File: config.mk
export PLATFORM = sky130hd
export DESIGN_NAME = sobel_3x3_flat
export DESIGN_NICKNAME = d
export VERILOG_FILES = /design/src/rtl/sobel_pkg.sv /design/src/rtl/sobel_3x3_if.sv /design/src/rtl/sobel_line_buffer.sv /design/src/rtl/sobel_3x3.sv /design/src/flat_wrapper.sv
export SDC_FILE = /design/constraint.sdc
export NUM_CORES = 2
export LEC_CHECK = 0
export CORE_MARGIN = 2
export CORE_UTILIZATION = 30
export CTS_CLUSTER_DIAMETER = 40
export DETAILED_ROUTE_END_ITERATION = 10
export PLACE_DENSITY_LB_ADDON = 0.2
export SETUP_SLACK_MARGIN = 0.3
export SLEW_MARGIN = 20
export SYNTH_ARGS = -nofsm -noshare
export SYNTH_HDL_FRONTEND = slang
export SYNTH_SLANG_ARGS = --single-unit
File: constraint.sdc
create_clock -name clk -period 11.15 [get_ports clk]
set_clock_uncertainty 0.05 [all_clocks]
set_input_delay 1.115 -clock clk [delete_from_list [all_inputs] [get_ports clk]]
set_output_delay 1.115 -clock clk [all_outputs]
set_load 0.01 [all_outputs]
File: src/rtl/sobel_pkg.sv
// Shared constants and helpers for the sobel_3x3 edge detector.
//   DATA_W_DEF : default pixel width
//   GRAD_W     : signed gradient width for the default pixel width
//   MAX_PIX    : largest pixel value for the default pixel width
//   K_EDGE/K_CENTRE : Sobel kernel weights (outer rows/cols vs centre)
//   abs_grad() : magnitude of a signed gradient
package sobel_pkg;

  localparam int DATA_W_DEF = 8;
  localparam int GRAD_W     = DATA_W_DEF + 3;
  localparam int MAX_PIX    = (1 << DATA_W_DEF) - 1;

  localparam int K_EDGE   = 1;
  localparam int K_CENTRE = 2;

  function automatic int abs_grad(input int g);
    return (g < 0) ? -g : g;
  endfunction

endpackage

File: src/rtl/sobel_3x3_if.sv
// Pixel-stream bundle for sobel_3x3.
//   valid_in/pixel_in   : input beat, always accepted
//   valid_out/pixel_out : gradient magnitude beat
//   eof_out             : marks the last output of a frame
//   threshold           : present only when SOBEL_THRESH_EN is defined
// master = stream source/sink (bench side), slave = the detector.
interface sobel_3x3_if #(
  parameter int DATA_W = 8
);
  logic              valid_in;
  logic [DATA_W-1:0] pixel_in;
  logic              valid_out;
  logic [DATA_W-1:0] pixel_out;
  logic              eof_out;
`ifdef SOBEL_THRESH_EN
  logic [DATA_W-1:0] threshold;

  modport master (output valid_in, pixel_in, threshold,
                  input  valid_out, pixel_out, eof_out);
  modport slave  (input  valid_in, pixel_in, threshold,
                  output valid_out, pixel_out, eof_out);
`else
  modport master (output valid_in, pixel_in,
                  input  valid_out, pixel_out, eof_out);
  modport slave  (input  valid_in, pixel_in,
                  output valid_out, pixel_out, eof_out);
`endif
endinterface

File: src/rtl/sobel_line_buffer.sv
// One image row of pixel storage.
//   clk  : write clock
//   addr : column index (shared read/write address)
//   we   : write enable
//   din  : value written at addr
//   dout : value currently stored at addr (read-before-write)
// Contents are intentionally not reset.
module sobel_line_buffer #(
  parameter int DEPTH  = 128,
  parameter int DATA_W = 8
) (
  input  logic                     clk,
  input  logic [$clog2(DEPTH)-1:0] addr,
  input  logic                     we,
  input  logic [DATA_W-1:0]        din,
  output logic [DATA_W-1:0]        dout
);

  logic [DATA_W-1:0] mem_q [DEPTH];

  assign dout = mem_q[addr];

  always_ff @(posedge clk) begin
    if (we) mem_q[addr] <= din;
  end

endmodule

File: src/rtl/sobel_3x3.sv
// Streaming 3x3 Sobel edge detector, raster-order greyscale input.
//   clk, rst_n : clock and synchronous active-low reset
//   bus        : sobel_3x3_if slave (valid_in/pixel_in in,
//                valid_out/pixel_out/eof_out out)
// Pipeline: stage 1 line buffers + window, stage 2 Gx/Gy, stage 3
// saturated |Gx|+|Gy|. Output two cycles after the accepting edge.
// Only interior pixels are output; eof_out flags the last one.
// Optional: SOBEL_THRESH_EN adds bus.threshold and binarises the output.
module sobel_3x3
  import sobel_pkg::*;
#(
  parameter int IMG_WIDTH  = 128,
  parameter int IMG_HEIGHT = 128,
  parameter int DATA_W     = DATA_W_DEF
) (
  input  logic        clk,
  input  logic        rst_n,
  sobel_3x3_if.slave  bus
);

  localparam int CW   = $clog2(IMG_WIDTH);
  localparam int RW   = $clog2(IMG_HEIGHT);
  localparam int GW   = DATA_W + (GRAD_W - DATA_W_DEF);
  localparam int MAXV = (1 << DATA_W) - 1;

  logic [CW-1:0]     col_q, col_d;
  logic [RW-1:0]     row_q, row_d;
  logic              last_col, last_row, win_ok;
  logic [DATA_W-1:0] lb1_rd, lb2_rd;
  logic [DATA_W-1:0] win_q [3][3];
  logic [DATA_W-1:0] win_d [3][3];

  logic              v1_q, eof1_q;
  int                gx_i, gy_i;
  logic signed [GW-1:0] gx_d, gy_d, gx_q, gy_q;
  logic              v2_q, eof2_q;

  logic [GW-1:0]     mag;
  logic [DATA_W-1:0] sat, res;
  logic [DATA_W-1:0] pix_q;
  logic              vout_q, eof_q;

  // Raster position of the pixel presented on this cycle
  always_comb begin
    last_col = (col_q == CW'(IMG_WIDTH - 1));
    last_row = (row_q == RW'(IMG_HEIGHT - 1));
    col_d    = col_q;
    row_d    = row_q;
    if (bus.valid_in) begin
      if (last_col) begin
        col_d = '0;
        row_d = last_row ? '0 : row_q + RW'(1);
      end else begin
        col_d = col_q + CW'(1);
      end
    end
    // Cols 0/1 never qualify, so window columns left over from the
    // previous row are always shifted out before they are used.
    win_ok = bus.valid_in && (row_q >= RW'(2)) && (col_q >= CW'(2));
  end

  sobel_line_buffer #(.DEPTH(IMG_WIDTH), .DATA_W(DATA_W)) u_lb1 (
    .clk  (clk),
    .addr (col_q),
    .we   (bus.valid_in),
    .din  (bus.pixel_in),
    .dout (lb1_rd)
  );

  sobel_line_buffer #(.DEPTH(IMG_WIDTH), .DATA_W(DATA_W)) u_lb2 (
    .clk  (clk),
    .addr (col_q),
    .we   (bus.valid_in),
    .din  (lb1_rd),
    .dout (lb2_rd)
  );

  // Window shift: row 0 oldest (row r-2), column 2 newest
  always_comb begin
    win_d = win_q;
    if (bus.valid_in) begin
      for (int unsigned r = 0; r < 3; r++) begin
        win_d[r][0] = win_q[r][1];
        win_d[r][1] = win_q[r][2];
      end
      win_d[0][2] = lb2_rd;
      win_d[1][2] = lb1_rd;
      win_d[2][2] = bus.pixel_in;
    end
  end

  // Stage 2 gradients; int arithmetic then narrowed (range +-1020 fits GW)
  always_comb begin
    gx_i = K_EDGE   * (int'(win_q[0][2]) - int'(win_q[0][0]))
         + K_CENTRE * (int'(win_q[1][2]) - int'(win_q[1][0]))
         + K_EDGE   * (int'(win_q[2][2]) - int'(win_q[2][0]));
    gy_i = K_EDGE   * (int'(win_q[2][0]) - int'(win_q[0][0]))
         + K_CENTRE * (int'(win_q[2][1]) - int'(win_q[0][1]))
         + K_EDGE   * (int'(win_q[2][2]) - int'(win_q[0][2]));
    gx_d = GW'(gx_i);
    gy_d = GW'(gy_i);
  end

  // Stage 3 magnitude and saturation
  always_comb begin
    mag = GW'(abs_grad(int'(gx_q))) + GW'(abs_grad(int'(gy_q)));
    sat = (mag > GW'(MAXV)) ? DATA_W'(MAXV) : mag[DATA_W-1:0];
`ifdef SOBEL_THRESH_EN
    res = (sat >= bus.threshold) ? DATA_W'(MAXV) : '0;
`else
    res = sat;
`endif
  end

  always_ff @(posedge clk) begin
    if (!rst_n) begin
      col_q  <= '0;
      row_q  <= '0;
      for (int unsigned r = 0; r < 3; r++) begin
        for (int unsigned c = 0; c < 3; c++) begin
          win_q[r][c] <= '0;
        end
      end
      v1_q   <= 1'b0;
      eof1_q <= 1'b0;
      gx_q   <= '0;
      gy_q   <= '0;
      v2_q   <= 1'b0;
      eof2_q <= 1'b0;
      pix_q  <= '0;
      vout_q <= 1'b0;
      eof_q  <= 1'b0;
    end else begin
      col_q  <= col_d;
      row_q  <= row_d;
      win_q  <= win_d;
      v1_q   <= win_ok;
      eof1_q <= win_ok && last_row && last_col;
      gx_q   <= gx_d;
      gy_q   <= gy_d;
      v2_q   <= v1_q;
      eof2_q <= v1_q && eof1_q;
      if (v2_q) pix_q <= res;
      vout_q <= v2_q;
      eof_q  <= v2_q && eof2_q;
    end
  end

  assign bus.valid_out = vout_q;
  assign bus.pixel_out = pix_q;
  assign bus.eof_out   = eof_q;

endmodule

File: src/flat_wrapper.sv
// flat-port wrapper written by rule: the top's interface ports become plain ports
module sobel_3x3_flat import sobel_pkg::*;
#(
  parameter int IMG_WIDTH  = 128,
  parameter int IMG_HEIGHT = 128,
  parameter int DATA_W     = DATA_W_DEF
)
  (clk, rst_n, bus_valid_in, bus_pixel_in, bus_valid_out, bus_pixel_out, bus_eof_out);
  sobel_3x3_if #(.DATA_W(DATA_W)) bus_i ();
  input  logic clk;
  input  logic rst_n;
  input wire logic [$bits(bus_i.valid_in)-1:0] bus_valid_in;
  input wire logic [$bits(bus_i.pixel_in)-1:0] bus_pixel_in;
  output wire logic [$bits(bus_i.valid_out)-1:0] bus_valid_out;
  output wire logic [$bits(bus_i.pixel_out)-1:0] bus_pixel_out;
  output wire logic [$bits(bus_i.eof_out)-1:0] bus_eof_out;
  assign bus_i.valid_in = bus_valid_in;
  assign bus_i.pixel_in = bus_pixel_in;
  assign bus_valid_out = bus_i.valid_out;
  assign bus_pixel_out = bus_i.pixel_out;
  assign bus_eof_out = bus_i.eof_out;
  sobel_3x3 #(.IMG_WIDTH(IMG_WIDTH), .IMG_HEIGHT(IMG_HEIGHT), .DATA_W(DATA_W)) u_core (.clk(clk), .rst_n(rst_n), .bus(bus_i));
endmodule
==> Word level (Yosys, flattened, before mapping) <==
Memories as Yosys holds them, arrays and structs flattened. A register that Yosys moved wholly into a read port is not among the register bits.
Cells that the tools add are included.
{ "op_classes": {"n_addsub": 15, "order_cmp": 5, "eq_ne": 2, "n_mux": 9, "reduce_logical": 8} }
{ "op_table": {"columns": ["operator", "n"], "rows": [
  ["$add 11x11->11", 5],
  ["$sub 8x8->9", 6],
  ["$mux 7", 4],
  ["$lt 11x1->1 const B", 2],
  ["$mux 11", 2],
  ["$neg 11->11", 2],
  ["$add 7x1->7 const B", 2],
  ["$eq 7x7->1 const B", 2],
  ["$ge 7x2->1 const B", 2],
  ["$gt 11x8->1 const B", 1],
  ["$mux 8", 1],
  ["$logic_and 1x1->1", 6],
  ["$mux 1", 2],
  ["$reduce_and 2->1", 1],
  ["$logic_not 1->1", 1]
]} }
{ "totals": {"regBits": 114, "mem_bits_rw": 2048, "wordCells": 60, "memories": 2} }
{ "memory_table": {"columns": ["memory", "words", "word_bits", "read_ports", "rd_clocked_by_memory_dff", "wr", "line_no", "source"], "rows": [
  ["u_core.u_lb1.mem_q", 128, 8, 1, 1, 1, "sobel_line_buffer.sv:19", "logic [DATA_W-1:0] mem_q [DEPTH];"],
  ["u_core.u_lb2.mem_q", 128, 8, 1, 1, 1, "sobel_line_buffer.sv:19", null]
]} }

==> Logic depth before layout (Yosys ltp) <==
{ "logic_depth": {"word_depth": 5, "mapped_depth": 18} }

==> Cells and area by module <==
Synthesis repeated with hierarchy kept, for this count alone.
{ "hier_totals": {"cells_unflattened": 5860, "hier_area_um2": 88691.3} }
{ "modules_own_cells": {"columns": ["mod", "n_inst", "cells_each", "area_per_inst_um2", "seq_area_each_um2"], "rows": [
  ["sobel_line_buffer", 2, 2467, 40273.6, 30749.5],
  ["sobel_3x3", 1, 926, 8144.1, 2442.3]
]} }

==> Worst setup path before layout <==
Ideal clock, no wire load.
{ "synth_path": {"path_type": "flip-flop to flip-flop", "start": "reg (tool-made name)", "end": "mem u_core.u_lb2.mem_q[0][0] (data pin)", "t_arrival_ns": 6.549, "required_time_ns": 9.946, "slack_ns": 3.397, "path_stages_with_launch": 12, "n_path_buf": 5, "synth_period_minus_slack_ns": 7.753, "cell_sequence": "dfxtp_1 > buf_6 > buf_12 > buf_6 > buf_6 > buf_6 > or3b_1 > o22ai_1 > a211oi_1 > nand2_1 > nand2_1 > nor3_1"} }
{ "synth_lines": {"columns": ["element", "line_no"], "rows": [
  ["to (decl)", "sobel_line_buffer.sv:19"]
]} }

==> results.yml <==
sta:
  timing.final.crit_period_ps: 5720
  setup_total_negative_slack_ps: 0
  timing_worst_slew_pin_value_ps: 1150
  post-route-period-util: 0.513
  report.final.slew_viol_count: 0
  slew_headroom: 0.231
  report.final.setup_viol: 0
  rsz0062_at_grt: "false"
  timing.final.hold_violations: 0
  timing.fmax_ghz: 0.175
  layout_setup_ws_ps: 5430
routing:
  routed_wirelength_um: 271000
  drc: 0
  detail_route.vias_per_cell: 5.20
  wl_per_cell_um: 29.4
  antenna_left: 0
  detailedRoute.firstIterationViolations: 4697
  firstDrtPassIters: 6
  num_vias: 47820
synth:
  synth_edf_count: 2048
  area_leader_netlist: "edfxtp_1"
  yosys-mux-area-fraction: 0.0878
  synth_nets: 4944
  unique_masters_post_synth: 85
  synth_adder_area_share: 0.0186
  post_synthesis_area_per_instance_um2: 17.8
  synthesized_area_fraction_occupied_by_xor_and_xnor_cells: 0.00793
  dominantRegCellSynth: "edfxtp_1"
  synth_top_family_by_area: "multiplexers"
  synth_simple_gate_area_frac: 0.0367
  compound_cell_area_share_of_the_yosys_netlist: 0.0795
  netlist_instances: 4822
  yosysSeqAreaShare: 0.748
  synthesis.area_um2: 85700
  synth_area_leaders: "edfxtp_1 (72%), mux4_2 (4.9%), mux2i_1 (3.1%)"
  postSynthRegisterBits: 2177
  yosys_warnings: 0
  synth_largest_type_area_fraction: 0.718
  share_of_async_settable_or_async_resettable_flops_after_synthesis: 0
worst_setup_path:
  worst_ep_required_time_ps: 11600
  critPathArrivalTime_ps: 6170
  startpoint_type: "register"
  criticalPathCategory: "register to register"
  worst_setup_path_end_kind: "register"
  crit_fanout: 96
global_routing:
  grt_overflow_total: 0
  grt_pass1_wl_um: 379000
  via_count_of_the_first_global_routing_pass: 47652
  largest_net_degree_at_the_start_of_global_routing: 110
  grt_usage: 0.182
  grt_antenna_before_repair: 14
layout:
  final_core_utilization: 0.362
  area_delta_synth_final_pct: 20.2
  final_cell_mix: "edfxtp_1 (2048), clkbuf_16 (347), a22oi_1 (316)"
  fill_cells: 26423
  layout_commonest_cell: "edfxtp_1"
  share_of_final_layout_standard_cells_stronger_than_drive_strength_1: 0.208
  count_of_nets_after_finishing: 5272
clocking:
  cts_setup_buffers: 0
  cts_sinks: 2177
  clk_pin_slew_worst_paths_ps: 50
  count_of_h_tree_levels_built_during_cts: 5
  post_cts_resize_count: 0
  library_cell_used_as_clock_root_buffer: "clkbuf_16"
  postCtsHoldBufs: 0
  tritoncts: "built"
  cts_inserted_buffers: 338
  clock_tree.buffer_depth: 4
  clock_latency_at_the_later_pin_of_the_worst_skew_pair_ps: 870
placement:
  finalWeightedCongestion: 0.826
  place_worst_setup_slack_ps: 5220
  detailed_place_hpwl_um: 161000
  portBuffers: 20
power:
  report.power.total_mw: 21.7
  ir_drop_worst_case_vdd_mv: 0.123
  power.leakage_nw: 32.6
  powerDensity_nw_per_um2: 211
worst_hold_path:
  hp-class: "register to register"
run_status:
  run_status: "finished, final reports clean"
floorplan:
  num_rows: 196
  chipHeight_um: 538
  ios: 21
  start_util: 0.301
  die_width_um: 538
  die_area_um2: 290000
  core_area_um2: 285000
run:
  max_cap_viol_count: 0
-- worst max-delay path, stage by stage, from the launching register on --
cell and delay (ps):
dfxtp_4 740, buf_4 620, buf_4 830, mux4_2 380
mux4_2 290, a22oi_2 90, o21a_1 310, mux2i_4 860
buf_4 820
-- layer usage --
layer / up-vias / global-route usage / share of wire
li1: 20325 / - / -
met1: 25373 / 0.246 / 0.43
met2: 1728 / 0.296 / 0.48
met3: 392 / 0.0320 / 0.062
met4: 2 / 0.0618 / 0.035
met5: - / 0 / 0.000048
-- final cells by class --
type	count	area (um2)	area share
tap	3762	4710	0.0457
multi-input combinational	2256	20200	0.196
inverter	115	433	0.00420
sequential	2177	64100	0.622
clock buffer	393	8920	0.0865
timing repair buffer	262	2040	0.0198
antenna	10	25.0	0.000243
clock inverter	222	2600	0.0252
-- logic make-up after synthesis --
family	Yosys count
adders and majority gates	111
muxes	489
and+or+nand+nor	653
DFF	2177
AOI/OAI and AO/OA	927
xor gates and xnor gates	76
buffers and inverters	389
-- Yosys cell counts, drive strengths merged (77+ instances only) --
| master | n |
|---|---|
| mux4 | 203 |
| nand2 | 140 |
| mux2i | 266 |
| buf | 180 |
| edfxtp | 2048 |
| a221oi | 95 |
| o21ai | 81 |
| inv | 114 |
| a22oi | 318 |
| dfxtp | 129 |
| clkbuf | 94 |
| nor2 | 268 |
| ha | 84 |
| a22o | 77 |
| a21oi | 89 |
-- power breakdown --
| part | switching [mW] | total (mW) | internal (mW) |
|---|---|---|---|
| registers | 0.0825 | 9.22 | 9.14 |
| clock network | 3.93 | 10.7 | 6.76 |
| logic | 1.15 | 1.83 | 0.675 |
| total | 5.17 | 21.7 | 16.6 |
-- final timing paths --
kind / start / end / slack, ps / depth (start not counted)
worst max register to register: register / u_core.u_lb2.mem_q[69][2]$_DFFE_PP_ / 5430 / 8
worst max-delay path: register / u_core.u_lb2.mem_q[69][2]$_DFFE_PP_ / 5430 / 8
worst min-delay path: u_core.v1_q$_SDFF_PN0_ / u_core.v2_q$_SDFF_PN0_ / 390 / 1
worst min register to register: u_core.v1_q$_SDFF_PN0_ / u_core.v2_q$_SDFF_PN0_ / 390 / 1
-- flip-flops by register name, indices dropped and copies added (netlist names), named ones only --
register and count:
u_core.bus.valid_out 1, u_core.v2_q 1, u_core.gx_q 11, u_core.gy_q 11, u_core.eof2_q 1, u_core.bus.pixel_out 8, u_core.eof1_q 1, u_core.v1_q 1
u_core.u_lb1.mem_q 1024, u_core.win_q 72, u_core.bus.eof_out 1, u_core.col_q 7, u_core.u_lb2.mem_q 1024, u_core.row_q 7
-- stage by stage --
stage	cell area [um2]	hold slack, ps	cells
6_report	103000	392	9197
5_1_grt	103000	414	9191
4_1_cts	103000	394	9187
3_5_place_dp	91500	384	8572
3_3_place_gp	91400	392	8567
2_1_floorplan	85700	371	4822
No activity file was read; power rests on OpenSTA's default activity.
